**config.mk**
```make
export PLATFORM = sky130hd
export DESIGN_NAME = mem_stage_param
export DESIGN_NICKNAME = d
export VERILOG_FILES = /design/src/rtl/mem_stage_param.sv
export SDC_FILE = /design/constraint.sdc
export NUM_CORES = 1
export LEC_CHECK = 0
export ABC_AREA = 1
export BUFFER_PORTS_ARGS = -buffer_cell sky130_fd_sc_hd__buf_2
export CORE_AREA = 4 4 237 239
export CTS_CLUSTER_DIAMETER = 120
export DETAILED_ROUTE_END_ITERATION = 16
export DIE_AREA = 0 0 241 243
export SLEW_MARGIN = 20
export SYNTH_ARGS = -nofsm -noshare
export SYNTH_HDL_FRONTEND = slang
export SYNTH_SLANG_ARGS = --single-unit
```
**constraint.sdc**
```tcl
create_clock -name CLK -period 2.4 [get_ports CLK]
set_input_delay 0.6 -clock CLK [delete_from_list [all_inputs] [get_ports CLK]]
set_output_delay 0.6 -clock CLK [all_outputs]
set_load 0.005 [all_outputs]
```
**src/rtl/mem_stage_param.sv**
```systemverilog
`default_nettype none
// +--------------------------------------------------------------------------+
// | mem_stage_param: store-source mux, synchronous data RAM with registered   |
// | reads, pipelined ALU result and a post-reset clear sweep.  Rev 1.0        |
// +--------------------------------------------------------------------------+
module mem_stage_param #(
  parameter int DATA_W         = 16,
  parameter int ADDR_W         = 4,
  parameter int WRITE_FIRST    = 1,
  parameter int CLEAR_ON_RESET = 1
) (
  input  logic              CLK,
  input  logic              reset,
  input  logic              writeMem,
  input  logic              readMem,
  input  logic              WEaluOut,
  input  logic [1:0]        memWriteData,
  input  logic [DATA_W-1:0] ALUoutput,
  input  logic [DATA_W-1:0] MWD0,
  input  logic [DATA_W-1:0] MWD2,
  input  logic [DATA_W-1:0] MWD3,
  input  logic [ADDR_W-1:0] memAddr,
  output logic [DATA_W-1:0] memOut,
  output logic              memValid,
  output logic [DATA_W-1:0] aluOut,
  output logic              stall
);

  localparam int                DEPTH  = 1 << ADDR_W;
  localparam logic [ADDR_W-1:0] c_LAST = ADDR_W'(DEPTH - 1);

  typedef enum logic [0:0] {
    S_CLEAR = 1'b0,
    S_RUN   = 1'b1
  } state_t;

  state_t            r_state;
  logic [ADDR_W-1:0] r_clr_ptr;
  logic [DATA_W-1:0] r_mem [DEPTH];
  logic [DATA_W-1:0] r_mem_out;
  logic              r_mem_valid;
  logic [DATA_W-1:0] r_alu_out;
  logic [DATA_W-1:0] w_wdata;
  logic              w_run;

  assign w_run = (r_state == S_RUN);

  always_comb begin
    w_wdata = MWD0;
    case (memWriteData)
      2'd0:    w_wdata = MWD0;
      2'd1:    w_wdata = ALUoutput;
      2'd2:    w_wdata = MWD2;
      default: w_wdata = MWD3;
    endcase
  end

  always_ff @(posedge CLK) begin
    if (reset) begin
      r_state     <= (CLEAR_ON_RESET != 0) ? S_CLEAR : S_RUN;
      r_clr_ptr   <= '0;
      r_mem_out   <= '0;
      r_mem_valid <= 1'b0;
      r_alu_out   <= '0;
    end else begin
      if (WEaluOut) begin
        r_alu_out <= ALUoutput;
      end
      case (r_state)
        S_CLEAR: begin
          r_mem_valid <= 1'b0;
          r_clr_ptr   <= r_clr_ptr + ADDR_W'(1);
          if (r_clr_ptr == c_LAST) begin
            r_state <= S_RUN;
          end
        end
        default: begin
          if (readMem) begin
            r_mem_valid <= 1'b1;
            // Write-first forwards the store data around the RAM read port.
            r_mem_out   <= ((WRITE_FIRST != 0) && writeMem) ? w_wdata : r_mem[memAddr];
          end else begin
            r_mem_valid <= 1'b0;
          end
        end
      endcase
    end
  end

  // RAM array is never reset; only the sweep zeroes it.
  always_ff @(posedge CLK) begin
    if (!reset) begin
      if (!w_run) begin
        r_mem[r_clr_ptr] <= '0;
      end else if (writeMem) begin
        r_mem[memAddr] <= w_wdata;
      end
    end
  end

  assign memOut   = r_mem_out;
  assign memValid = r_mem_valid;
  assign aluOut   = r_alu_out;
  assign stall    = (r_state == S_CLEAR);

endmodule
`default_nettype wire

```
==> results of run 1 <==
[where the power goes]
part	internal, mW	total (mW)	switching [mW]
Sequential	5.55	5.58	0.0258
Clock	2.98	4.91	1.93
Combinational	0.293	0.859	0.565
[layout by cell type, fill, tap and decap left out, drive strengths merged]
cell type,instances
a21oi,21
a31oi,1
and3,1
buf,178
bufinv,6
clkbuf,34
clkinv,17
clkinvlp,1
dfxtp,38
edfxtp,256
ha,1
inv,258
nand2,453
nand3,240
nor2,83
nor3,5
o211ai,4
o21ai,34
o41ai,1
[layout make-up]
type / instances / area, um^2 / area share, %
Clock buffer: 34 / 787 / 4.83
Timing Repair Buffer: 178 / 1310 / 8.01
Inverter: 260 / 980 / 6.01
Clock inverter: 22 / 254 / 1.56
Multi-Input combinational cell: 844 / 3660 / 22.4
Sequential cell: 294 / 8450 / 51.8
Tap cell: 696 / 871 / 5.34
[worst paths after layout]
path / start / to / cells after the start
setup / recovery: r_state$_SDFF_PP0_ / stall / 3
hold / removal: ALUoutput[12] / aluOut[12]$_SDFFE_PP0P_ / 3
setup reg to reg: r_state$_SDFF_PP0_ / r_mem[4][11]$_DFFE_PP_ / 7
hold reg to reg: memOut[7]$_SDFFE_PP0P_ / memOut[7]$_SDFFE_PP0P_ / 2
[worst reg2reg max path, stage by stage, from the launching register on]
cell	delay, ns
dfxtp_1	0.37
nand3_4	0.08
inv_2	0.16
nor2_1	0.06
a21oi_1	0.23
nand3_1	0.30
nor2_2	0.23
buf_12	0.18
[stage by stage]
| stage | instance area, um^2 | setup WS [ns] |
|---|---|---|
| floorplan | 13400 | -0.177 |
| global placement | 15300 | 0.0830 |
| detailed placement | 15300 | 0.0788 |
| CTS | 16300 | 0.388 |
| global route | 16300 | 0.350 |
| finish | 16300 | 0.397 |
[kinds of logic after synthesis]
logic type                 after synthesis  share of synthesized area [%]
DFF                                    294                           63.2
AOI/OAI and AO/OA                       61                           2.43
adders and majority gates                1                         0.0936
buffers and inverters                  334                           9.69
and+or+nand+nor                        782                           24.6
[layer usage]
| metal | vias to the layer above | GRT usage (%) | share of wire (%) |
|---|---|---|---|
| met5 | - | 0 | 0 |
| met3 | 75 | 1.87 | 5.7 |
| met4 | 0 | 3.63 | 3.2 |
| met2 | 318 | 21.3 | 50 |
| met1 | 4818 | 15.1 | 42 |
| li1 | 4981 | - | - |
[state kept, by name, indices dropped and copies added (netlist names)]
signal and cells:
r_clr_ptr 4, memOut 16, aluOut 16, memValid 1
r_state 1, r_mem 256
==> impl_metrics.ini, run 1 <==
[yosys]
yosysSeqAreaShare_pct = 63.2
syn-cell-area_mm2 = 0.0134
synth-edff-count = 256
synth_warnings = 0
ys_types = 27
synth_common_cells = 452 x nand2_1, 257 x inv_1, 256 x edfxtp_1, 237 x nand3_1, 82 x nor2_1
ys_seq_elements = 294
synth.net_count = 1548
ys.flop_type = edfxtp_1
async_reset_ff_share_pct = 0
yosys.area.top_type = edfxtp_1
yosys.area.top_type_share_pct = 57.5
avgSynthCellArea_um2 = 9.08
synth_cells = 1472
synth_most_common_cell = nand2_1
netlist_top_cells_area = edfxtp_1 58%, nand2_1 13%, nand3_1 8.9%

[global_route]
grt_pass1_wl_um = 55800
grt_util_all_layers_pct = 12.0
grt_pass1_vias = 9949
antenna_found_initial = 0
grt_max_degree = 64
grt_overflow = 0

[setup_path]
cp_max_fo = 6
worstPathRequired_ns = 1.80
cpPeakStageDelay_ns = 0.33
cp-start-kind = flop
crit_chain = buf_4 -> inv_1 -> buf_2
regToRegSetupSlack_ns = 0.49
path_buf_inv = 3
path_class = flop to output pin
critical-path-slowest-cell = dfxtp_1
crit_arrival_ns = 1.40
crit_family = buffers and inverters
endpoint_kind = output pin

[die]
row_count = 85
fp.coreArea_mm2 = 0.0538
die_h_um = 243
start_util_pct = 24.8
ios = 109
die_w_um = 241
die_area_mm2 = 0.0586

[final_layout]
utilization_pct = 30.3
num-fill-cells = 5551
synthToLayoutAreaGrowth_pct = 22.0
nets = 1685
fin_cells = 2328
n_antenna_cell = 0
drive_gt1_share_pct = 15.3

[detailed_routing]
vias = 10200
route.detailed.drc = 0
first_iter_violations = 927
ant_nets = 0
routed_wl_um = 36600
viasPerCell = 4.38
dr.pass1.iters = 5
post_drt_wl_per_cell_um = 15.7

[cts]
cts_tree = yes
htree_levels = 1
cts_resized = 0
cts_sinks = 294
clk_pin_slew_ns = 0.06
postCtsSetupBuffers = 0
clk_latency_ns = 0.55
cts_root_buffer = clkbuf_16
clk_path_buf_depth = 3
numCtsBuffers = 31
ctsHoldBuffers = 0

[sta]
fin_crit_sh_pct = 83.5
final.setup.tns_ns = 0
max_freq_mhz = 499
setup_viol = 0
clock_skew_ns = 0.0112
slew-limit-headroom_pct = 53.6
hold_viol = 0
timing.final.crit_period_ns = 2.00
holdWs_ns = 0.291
rsz0062_at_grt = false
final_max_slew_viol_count = 0
worst_slew_pin_slew_ns = 0.695

[placement]
gp_congestion = 0.879
dp_hpwl_um = 25100
dpl.cell_count = 2272
port_buffers = 108

[power]
power_density_mw_per_mm2 = 696
p_leak_nw = 7.18
finalPower_mw = 11.3
peakVddDrop_uv = 574

[min_path]
hold_class = input port to flop

[job]
cap_violations = 0

[run_status]
status = finished clean
(Power assumes the default switching activity.)
==> run 2: changes to the inputs <==
==> constraint.sdc (replaced) <==
create_clock -name CLK -period 1.9 [get_ports CLK]
set_input_delay 0.475 -clock CLK [delete_from_list [all_inputs] [get_ports CLK]]
set_output_delay 0.475 -clock CLK [all_outputs]
set_load 0.005 [all_outputs]
==> impl_metrics.ini, run 2 (synthesized netlist as in run 1, its figures left out) <==
[sta]
max_freq_mhz = 547
holdWs_ns = 0.168
clock_skew_ns = 0.0117
fin_crit_sh_pct = 96.3
rsz0062_at_grt = false
setup_viol = 0
slew-limit-headroom_pct = 40.5
final_max_slew_viol_count = 0
hold_viol = 0
worst_slew_pin_slew_ns = 0.889
timing.final.crit_period_ns = 1.83

[setup_path]
regToRegSetupSlack_ns = 0.07
worstPathRequired_ns = 2.16
path_class = flop to flop
cp-start-kind = flop
crit_arrival_ns = 2.09
cp_max_fo = 16
endpoint_kind = flop

[final_layout]
fin_cells = 2355
drive_gt1_share_pct = 18.0
synthToLayoutAreaGrowth_pct = 27.7
layout_commonest_cell = nand2_1
n_antenna_cell = 0
top_register = r_mem
final_cell_mix = 448 x nand2_1, 256 x edfxtp_1, 251 x inv_1
nets = 1711
largest_reg_flops = 256
num-fill-cells = 5489

[detailed_routing]
route.detailed.drc = 0
vias = 10500
post_drt_wl_per_cell_um = 16.6
dr.pass1.iters = 6
first_iter_violations = 902
viasPerCell = 4.44
routed_wl_um = 39200
ant_nets = 0

[power]
power_density_mw_per_mm2 = 831
p_leak_nw = 7.42
peakVddDrop_uv = 638

[cts]
clk_path_buf_depth = 3
cts_tree = yes
cts_root_buffer = clkbuf_16
postCtsSetupBuffers = 0
clk_pin_slew_ns = 0.06
numCtsBuffers = 31
htree_levels = 1
clk_latency_ns = 0.56
cts_sinks = 294

[global_route]
grt_pass1_vias = 10500
grt_max_degree = 53
antenna_found_initial = 0
grt_overflow = 0
grt_pass1_wl_um = 60200
grt_util_all_layers_pct = 13.1

[die]
row_count = 85
die_area_mm2 = 0.0586
die_h_um = 243
die_w_um = 241
fp.coreArea_mm2 = 0.0538
ios = 109
start_util_pct = 24.8

[placement]
dpl.cell_count = 2298
gp_congestion = 0.901
dp_hpwl_um = 27400
port_buffers = 108

[job]
cap_violations = 0

[min_path]
hold_class = input port to flop

[run_status]
status = finished clean
-- run 2: worst paths after layout --
check                                            start                endpoint  cells past startpoint
worst max-delay path                r_state$_SDFF_PP0_  r_mem[3][15]$_DFFE_PP_                      7
worst min-delay path                      ALUoutput[5]  aluOut[5]$_SDFFE_PP0P_                      3
worst max register to register      r_state$_SDFF_PP0_  r_mem[3][15]$_DFFE_PP_                      7
worst min register to register  memOut[1]$_SDFFE_PP0P_  memOut[1]$_SDFFE_PP0P_                      2
-- run 2: stage by stage --
| step | setup slack, ns | area, um^2 | power [mW] | TNS [ns] | util (%) |
|---|---|---|---|---|---|
| finish | 0.0712 | 17100 | 14.2 | 0 | 31.7 |
| CTS | 0.0854 | 17100 | 14.3 | 0 | 31.7 |
| global route | 0.00106 | 17100 | 14.7 | 0 | 31.7 |
| floorplan | -0.0499 | 13700 | 7.86 | -12.09 | - |
| detailed placement | -0.309 | 16100 | 8.40 | -125.69 | 29.8 |
| global placement | -0.289 | 16100 | 8.39 | -112.40 | 29.8 |
-- run 2: timing repair --
item,4_1_cts,5_1_grt
gates resized for setup,2,0
hold buffers,0,0
endpoints found under the hold margin,0,0
endpoints found under the setup margin,261,0
-- run 2: final cells by class --
class                   instances  area, um^2  area share [%]
well taps                     696         871            5.10
inverters                     260         996            5.84
repair buffers                204        1860            10.9
flip-flops and latches        294        8450            49.5
clock inverters                20         135           0.792
clock buffers                  37         871            5.10
multi-input cells             844        3880            22.7
-- run 2: report_power, final --
part / leakage [nW] / internal [mW] / switching (mW)
clock network: 0.489 / 3.39 / 2.52
logic: 3.91 / 0.440 / 0.786
registers: 3.03 / 7.01 / 0.0293
-- run 2: critical path: stages, from the launching register on --
cell and delay, ns:
dfxtp_2 0.41, nand3_4 0.11, inv_4 0.10, nor2_1 0.08, a21oi_4 0.24, nand3_4 0.22
nor2_4 0.19, buf_12 0.16
-- run 2: per-layer routing --
metal  GRT usage, %  wire (um)  share of wire [%]
met5              0          0                  0
met4           3.22       1000                2.6
met2           22.0      18600                 48
met3           2.34       2800                7.2
met1           17.6      16700                 43
==> run 3: changes to the inputs <==
--- a/config.mk
+++ b/config.mk
@@ -7,10 +7,10 @@
 export LEC_CHECK = 0
 export ABC_AREA = 1
 export BUFFER_PORTS_ARGS = -buffer_cell sky130_fd_sc_hd__buf_2
-export CORE_AREA = 4 4 237 239
+export CORE_AREA = 4 4 212 266
 export CTS_CLUSTER_DIAMETER = 120
 export DETAILED_ROUTE_END_ITERATION = 16
-export DIE_AREA = 0 0 241 243
+export DIE_AREA = 0 0 216 270
 export SLEW_MARGIN = 20
 export SYNTH_ARGS = -nofsm -noshare
 export SYNTH_HDL_FRONTEND = slang
==> impl_metrics.ini, run 3 (synthesized netlist as in run 1, its figures left out) <==
[sta]
timing.final.crit_period_ns = 1.80
holdWs_ns = 0.158
worst_slew_pin_slew_ns = 0.602
max_freq_mhz = 557
rsz0062_at_grt = false
fin_ws_ns = 0.103
fin_crit_sh_pct = 94.6
setup_viol = 0
hold_viol = 0
final_max_slew_viol_count = 0
slew-limit-headroom_pct = 59.9
clock_skew_ns = 0.0145

[final_layout]
synthToLayoutAreaGrowth_pct = 26.5
drive_gt1_share_pct = 17.8
n_antenna_cell = 0
final_cell_mix = 448 x nand2_1, 256 x edfxtp_1, 251 x inv_1
fin_cells = 2376
layout_commonest_cell = nand2_1
utilization_pct = 31.5
nets = 1703
top_register = r_mem
num-fill-cells = 5499
largest_reg_flops = 256

[cts]
cts_tree = yes
numCtsBuffers = 28
ctsHoldBuffers = 0
cts_root_buffer = clkbuf_16
clk_path_buf_depth = 3
postCtsSetupBuffers = 0
cts_sinks = 294
clk_latency_ns = 0.55
clk_pin_slew_ns = 0.06
htree_levels = 1
cts_resized = 0

[die]
fp.coreArea_mm2 = 0.0536
start_util_pct = 24.9
die_w_um = 216
die_h_um = 270
row_count = 95
ios = 109
die_area_mm2 = 0.0583

[global_route]
grt_pass1_vias = 10500
grt_max_degree = 48
grt_util_all_layers_pct = 11.9
grt_pass1_wl_um = 56000
grt_overflow = 0
antenna_found_initial = 0

[power]
p_leak_nw = 7.35
peakVddDrop_uv = 606
power_density_mw_per_mm2 = 822
finalPower_mw = 13.9

[run_status]
status = finished clean

[detailed_routing]
vias = 10200
dr.pass1.iters = 6
ant_nets = 0
routed_wl_um = 35200
route.detailed.drc = 0
viasPerCell = 4.31
post_drt_wl_per_cell_um = 14.8
first_iter_violations = 734

[setup_path]
path_class = flop to output pin
reg2reg_from = r_state$_SDFF_PP0_
worstReg2RegEnd = r_mem[12][9]$_DFFE_PP_
worstSetupStartpoint = r_state$_SDFF_PP0_
crit_chain = buf_4 -> inv_1 -> buf_2
worstPathRequired_ns = 1.42
r2r_cells = 8
cp_max_fo = 6
endpoint_kind = output pin
critical-path-slowest-cell = dfxtp_1
regToRegSetupSlack_ns = 0.16
cp-start-kind = flop
crit_arrival_ns = 1.32
cpPeakStageDelay_ns = 0.38

[placement]
detailedPlace.worstSlack_ns = -0.209
gp_congestion = 0.883
port_buffers = 108
dpl.cell_count = 2324
dp_hpwl_um = 24400

[min_path]
hold_class = input port to flop
hold_start = ALUoutput[8]
hold_path_depth = 3
hold_path_end = aluOut[8]$_SDFFE_PP0P_

[job]
cap_violations = 0
-- run 3: changes by cell type in the layout (fill, tap and decap cells not counted), sizes merged --
cell / change
buf: -5
clkinvlp: -2
inv: +2
clkinv: -4
clkbuf: -1
-- run 3: area by class of cell --
cell class	count	area, um^2	share of cell area [%]
inverter	260	996	5.89
tap	727	910	5.38
clock inverter	16	123	0.725
timing repair buffer	199	1730	10.2
sequential	294	8450	50.0
multi-input combinational	844	3870	22.9
clock buffer	36	825	4.88
-- run 3: how the worst max path moves through the flow --
stage | endpoint | slack, ns | depth (start not counted)
2_1_floorplan | r_mem[11][0]$_DFFE_PP_ | -0.05 | 8
3_3_place_gp | r_mem[9][8]$_DFFE_PP_ | -0.17 | 10
3_5_place_dp | r_mem[12][9]$_DFFE_PP_ | -0.21 | 10
4_1_cts | stall | 0.08 | 3
5_1_grt | stall | 0.04 | 3
6_report | stall | 0.10 | 3
-- run 3: power by group --
part / switching, mW / total, mW / internal [mW] / leakage (nW)
combinational: 0.751 / 1.19 / 0.439 / 3.85
sequential: 0.0306 / 7.04 / 7.01 / 3.02
clock: 2.44 / 5.66 / 3.22 / 0.473
-- run 3: routing by layer --
layer  up-vias  routed length (um)  GRT usage (%)
li1       5012                   -              -
met1      4825               14000           14.2
met2       340               18000           21.7
met3        63                2190           1.86
met4         0                1100           4.20
met5         -                   0              0
-- run 3: through the flow --
step	TNS [ns]	area [um^2]
after floorplan	-12.09	13700
after global placement	-38.54	16000
after global routing	0	16900
final	0	16900
after CTS	0	16900
after detailed placement	-49.24	16000
-- run 3: worst max-delay path: cells and delay by family, from the launching register on --
| kind | cells | cell delay, ns |
|---|---|---|
| buf+inv | 3 | 0.39 |
| flops | 1 | 0.38 |
